### config.mk
export PLATFORM = sky130hd
export DESIGN_NAME = snake_head_stepper
export DESIGN_NICKNAME = d
export VERILOG_FILES = /design/src/rtl/snake_head_stepper.sv
export SDC_FILE = /design/constraint.sdc
export NUM_CORES = 1
export LEC_CHECK = 0
export ABC_AREA = 0
export BUFFER_PORTS_ARGS = -buffer_cell sky130_fd_sc_hd__clkbuf_2
export CAP_MARGIN = 15
export CORE_MARGIN = 3
export CORE_UTILIZATION = 57
export CTS_CLUSTER_DIAMETER = 150
export DETAILED_ROUTE_END_ITERATION = 6
export PLACE_DENSITY = 0.82
export SYNTH_ARGS = -nofsm -noshare
export SYNTH_HDL_FRONTEND = slang
export SYNTH_SLANG_ARGS = --single-unit
export TNS_END_PERCENT = 100
### constraint.sdc
create_clock -name Clk -period 4.55 [get_ports Clk]
set_input_delay 0.91 -clock Clk [delete_from_list [all_inputs] [get_ports Clk]]
set_output_delay 0.91 -clock Clk [all_outputs]
set_load 0.03 [all_outputs]
### src/rtl/snake_head_stepper.sv
// Snake head position generator: captures direction presses and advances the
// packed {y,x} head coordinate once per movement tick, flagging each move with step.
module snake_head_stepper #(
   parameter int         TICK_DIV  = 4,
   parameter logic [7:0] START_POS = 8'h88
) (
   input  logic       Clk,
   input  logic       Rst,
   input  logic       set,
   input  logic       pause,
   input  logic       btn_up,
   input  logic       btn_down,
   input  logic       btn_left,
   input  logic       btn_right,
   output logic [7:0] head_pos,
   output logic [1:0] dir,
   output logic       step
);

   localparam int CW = (TICK_DIV > 2) ? $clog2(TICK_DIV) : 1;
   localparam logic [CW-1:0] LAST = CW'(TICK_DIV - 1);

   typedef enum logic [1:0] {
      DIR_RIGHT = 2'b00,
      DIR_UP    = 2'b01,
      DIR_LEFT  = 2'b10,
      DIR_DOWN  = 2'b11
   } dir_e;

   logic [7:0]    head_q, head_d;
   dir_e          dir_q, dir_d;
   dir_e          pend_q, pend_d;
   logic [CW-1:0] cnt_q, cnt_d;
   logic          step_q, step_d;

   logic          any_btn;
   logic          cand_ok;
   logic          terminal;
   dir_e          cand;
   dir_e          pend_eff;

   always_comb begin
      any_btn = btn_up | btn_down | btn_left | btn_right;
      if (btn_up)
         cand = DIR_UP;
      else if (btn_down)
         cand = DIR_DOWN;
      else if (btn_left)
         cand = DIR_LEFT;
      else
         cand = DIR_RIGHT;
      // Opposite directions differ only in the upper encoding bit.
      cand_ok  = any_btn && (cand != dir_e'(dir_q ^ 2'b10));
      pend_eff = cand_ok ? cand : pend_q;
      terminal = !pause && (cnt_q == LAST);

      head_d = head_q;
      dir_d  = dir_q;
      pend_d = pend_eff;
      cnt_d  = cnt_q;
      step_d = 1'b0;

      if (!pause)
         cnt_d = terminal ? '0 : cnt_q + 1'b1;

      if (terminal) begin
         dir_d  = pend_eff;
         step_d = 1'b1;
         case (pend_eff)
            DIR_RIGHT: head_d = {head_q[7:4], head_q[3:0] + 4'd1};
            DIR_UP:    head_d = {head_q[7:4] - 4'd1, head_q[3:0]};
            DIR_LEFT:  head_d = {head_q[7:4], head_q[3:0] - 4'd1};
            default:   head_d = {head_q[7:4] + 4'd1, head_q[3:0]};
         endcase
      end

      if (set) begin
         head_d = START_POS;
         dir_d  = DIR_RIGHT;
         pend_d = DIR_RIGHT;
         cnt_d  = '0;
         step_d = 1'b0;
      end
   end

   always_ff @(posedge Clk or posedge Rst) begin
      if (Rst) begin
         head_q <= START_POS;
         dir_q  <= DIR_RIGHT;
         pend_q <= DIR_RIGHT;
         cnt_q  <= '0;
         step_q <= 1'b0;
      end else begin
         head_q <= head_d;
         dir_q  <= dir_d;
         pend_q <= pend_d;
         cnt_q  <= cnt_d;
         step_q <= step_d;
      end
   end

   assign head_pos = head_q;
   assign dir      = dir_q;
   assign step     = step_q;

endmodule
==> Implementation_results.wiki <==
{| class="wikitable"
! Metric !! Value
|-
| Fraction of power consumed by sequential logic || 55.4%
|-
| Clock root buffer || sky130_fd_sc_hd__clkbuf_4
|-
| Signal arrival time at the worst endpoint || 3.56 ns
|-
| Remaining Overflow, GRT || 0
|-
| Clock buffer count from CTS || 3
|-
| Buffers on Ports || 18
|-
| Hold bufs inserted after CTS || 0
|-
| Clock-pin slew on the worst setup and hold paths || 0.09 ns
|-
| Share of layout cells above drive strength 1 || 23.6%
|-
| Gates resized, CTS repair || 0
|-
| Total negative slack || 0 ns
|-
| Clock power share || 30.2%
|-
| Endpoint class of the critical path || register
|-
| Sequential cell area || 378 µm²
|-
| Area used by multi-input combinational logic || 588 µm²
|-
| Total number of yosys warnings || 0
|-
| Number of synthesized flops with an enable pin || 0
|-
| # clock sinks || 15
|-
| Count of cell types in the netlist || 40
|-
| Run status || complete, no violations
|-
| Number of max-slew violations in the final report || 0
|-
| Ranking of synthesized cells by area || sky130_fd_sc_hd__dfrtp_1 33%, sky130_fd_sc_hd__ha_1 6.3%, sky130_fd_sc_hd__dfstp_2 5.3%, sky130_fd_sc_hd__nor2_1 5.3%, sky130_fd_sc_hd__mux2i_1 4.0%
|-
| Maximum clock insertion buffer count || 2
|-
| Final-report hold violation count || 0
|-
| Maximum single-stage delay on the critical path || 0.48 ns
|-
| Hold path cells || 2
|-
| Area share of the largest cell type after synthesis || 32.7%
|-
| Standard-cell row count || 14
|-
| Post-Place Cells || 135
|-
| Slew headroom || 62.3%
|-
| Worst min-delay path endpoint || head_pos[3]$_DFFE_PP1P_
|-
| Die outline width || 47.8 µm
|-
| Clock tree from TritonCTS || built
|-
| Crit Path Category || in -> reg
|-
| Core box area || 0.00158 mm²
|-
| Remaining design rule violation count || 0
|-
| Number of vias after detailed routing || 808
|-
| Number of nets in the synthesized netlist || 118
|-
| Final std cells w/o fill || 139
|-
| Max-cap viol count || 0
|-
| Number of buffers added for setup after CTS || 0
|-
| Gp weighted congestion || 0.882
|-
| Worst vdd rail ir drop || 0.218 mV
|-
| Slowest-stage cell, CP || sky130_fd_sc_hd__or3b_2
|-
| Cell Int Power || 184 µW
|-
| Portion of the clock cycle consumed by the worst path in the final layout || 73.5%
|-
| Number of buffers and inverters on the critical path || 1
|-
| Portion of the post-synthesis area used by sequential elements || 38.0%
|-
| Synth-to-Final Area Change || 12.5%
|-
| Largest net degree at the start of global routing || 21
|-
| Proportion of synthesized flip-flops having asynchronous set or reset || 100%
|-
| Clock network latency to the later pin of the worst-skew pair || 0.29 ns
|-
| Sequence of cells on the critical path || clkbuf_2, or3b_2, a211oi_1, o21ai_1, and2_1, nor2_1, ha_1, a21o_1, a21o_1, a21o_1, a21oi_1, mux2i_1
|-
| Global-route usage over all layers || 18.6%
|-
| Final period demand of the worst path || 3.34 ns
|-
| Largest delay contributor family on the critical path || compound AO/OA/AOI/OAI gates
|-
| Total length of routed wires || 1.89 mm
|-
| Slew at the pin closest to its max-slew limit || 0.566 ns
|-
| Number of top-level pins || 19
|-
| Total iterations of the first detailed-routing run || 4
|-
| Endpoint required time on the critical path || 4.77 ns
|-
| Maximum level of the CTS H-tree || 1
|-
| Cell taking the most area after synthesis || sky130_fd_sc_hd__dfrtp_1
|-
| Number of register bits inferred by synthesis || 15
|-
| Ys flop type || sky130_fd_sc_hd__dfrtp_1
|-
| Die Span Y || 47.8 µm
|-
| Area enclosed by the die boundary || 0.00228 mm²
|-
| Final antenna diode count || 0
|-
| Critical path startpoint category || primary input
|-
| Post-detailed-placement half-perimeter wirelength || 1.42 mm
|-
| Static leakage || 0.540 nW
|-
| RSZ-0062 raised after global routing || false
|-
| Layout fillers || 137
|-
| Critical Path Stages || 12
|-
| Fin area || 0.00112 mm²
|-
| Per-instance average area after synthesis || 9.55 µm²
|-
| Hold path startpoint || head_pos[3]$_DFFE_PP1P_
|-
| Switching power || 66.4 µW
|-
| Vias per Instance || 5.81
|-
| Pwr Density || 224 mW/mm²
|-
| Setup-violating endpoint count in the final report || 0
|-
| Startpoint of the lowest-slack register-to-register path || dir[0]$_DFFE_PP0P_
|-
| Switching power share of the total || 26.5%
|-
| Post-Synthesis Cells || 104
|-
| Final ANT Viol Nets || 0
|-
| Wire length per cell after detailed routing || 13.6 µm
|-
| Via count of the first global-routing pass || 697
|-
| Library cell with the highest instance count after synthesis || sky130_fd_sc_hd__nor2_1
|-
| Register-to-Register Path Depth || 11
|-
| Highest Clock Rate || 299 MHz
|-
| Worst Clk Skew || 0.0101 ns
|-
| Fin nets || 138
|-
| Destination of the worst register-to-register timing path || head_pos[3]$_DFFE_PP1P_
|-
| Count of routing violations after the opening detailed-route iteration || 11
|-
| Placed Area || 0.00109 mm²
|-
| Initial antenna violation count || 0
|-
| Critical Path Most Common Cell || sky130_fd_sc_hd__a21o_1
|-
| Minimum setup slack among reg-to-reg paths || 1.49 ns
|-
| Combinational share of power || 14.4%
|-
| Wire length of the first global-routing pass || 2.99 mm
|-
| Final design utilization || 70.9%
|-
| Highest net fanout along the worst path || 7
|-
| Worst min path class || reg -> reg
|-
| Starting density of the core || 63.0%
|-
| Top post-synthesis cells by count || 14 x sky130_fd_sc_hd__nor2_1, 13 x sky130_fd_sc_hd__dfrtp_1, 5 x sky130_fd_sc_hd__a21oi_1, 5 x sky130_fd_sc_hd__ha_1, 5 x sky130_fd_sc_hd__nand2_1
|-
| Cell area after technology mapping || 993 µm²
|}
## power by group through the flow
stage	Sequential [mW]	Combinational, mW	Clock [mW]
3_5_place_dp	0.141	0.0360	0
2_1_floorplan	0.142	0.0246	0
5_1_grt	0.139	0.0404	0.0859
4_1_cts	0.139	0.0363	0.0786
6_report	0.139	0.0360	0.0758
3_3_place_gp	0.141	0.0350	0
## through the flow
step | hold slack (ns) | power [mW] | setup slack (ns)
2_1_floorplan | 0.486 | 0.167 | 1.28
3_3_place_gp | 0.506 | 0.176 | 0.992
3_5_place_dp | 0.512 | 0.177 | 0.917
4_1_cts | 0.530 | 0.254 | 1.20
5_1_grt | 0.567 | 0.266 | 0.935
6_report | 0.526 | 0.251 | 1.21
## routing by layer
layer	up-vias	global-route usage (%)	routed length, µm
met4	0	8.06	34
met5	-	0	0
met1	369	25.3	955
met2	21	28.8	816
li1	413	-	-
met3	5	3.38	83
## cell families (layout without fill, tap and decap cells)
kind of cell	after synthesis	in the layout	synth area share, %
AND/OR/NAND/NOR	42	42	23.2
AO/OA/AOI/OAI	25	25	19.3
flip-flops	15	15	38.0
buffers and inverters	7	26	2.77
adder cells (fa/ha/maj)	6	6	8.31
XOR/XNOR	5	5	4.41
multiplexers	4	4	4.03
## registers in the layout, indices dropped and copies added (netlist names)
name / flops
head_pos: 8
cnt_q: 2
dir: 2
pend_q: 2
step: 1
## final cells by class
type	count	area share, %
multi-input combinational	82	52.6
sequential	15	33.8
timing repair buffer	18	8.06
clock buffer	4	2.35
tap	16	1.79
inverter	4	1.34
## worst max path at each step
stage / slack (ns) / to / start
after floorplan: 1.28 / head_pos[3]$_DFFE_PP1P_ / btn_down
after global placement: 0.99 / head_pos[3]$_DFFE_PP1P_ / btn_down
after detailed placement: 0.92 / head_pos[3]$_DFFE_PP1P_ / btn_down
after CTS: 1.20 / head_pos[3]$_DFFE_PP1P_ / btn_down
after global routing: 0.93 / head_pos[3]$_DFFE_PP1P_ / btn_down
final: 1.21 / head_pos[3]$_DFFE_PP1P_ / btn_down
## placed cells by master, fill, tap and decap left out, types with 2 or more instances in the layout
master,synthesis,routed
sky130_fd_sc_hd__mux2i_1,4,4
sky130_fd_sc_hd__inv_1,4,4
sky130_fd_sc_hd__dfrtp_1,13,13
sky130_fd_sc_hd__a21oi_4,2,2
sky130_fd_sc_hd__o21ai_0,2,2
sky130_fd_sc_hd__a21oi_1,5,5
sky130_fd_sc_hd__nand3_1,3,3
sky130_fd_sc_hd__xor2_1,4,4
sky130_fd_sc_hd__nand2b_1,2,2
sky130_fd_sc_hd__a211oi_1,3,3
sky130_fd_sc_hd__and2_1,2,2
sky130_fd_sc_hd__clkbuf_2,0,18
sky130_fd_sc_hd__nor2b_1,3,3
sky130_fd_sc_hd__nand2_1,5,5
sky130_fd_sc_hd__a21o_1,4,4
sky130_fd_sc_hd__nor3_1,3,3
sky130_fd_sc_hd__dfstp_2,2,2
sky130_fd_sc_hd__a31oi_1,2,2
sky130_fd_sc_hd__clkbuf_4,0,3
sky130_fd_sc_hd__ha_1,5,5
sky130_fd_sc_hd__nor2_1,14,14
## worst min-delay path, delay by kind of cell (launching register included)
kind | cells | cell delay [ns]
flops | 1 | 0.38
mux | 1 | 0.07
simple gates | 1 | 0.07
(Power assumes the default switching activity.)
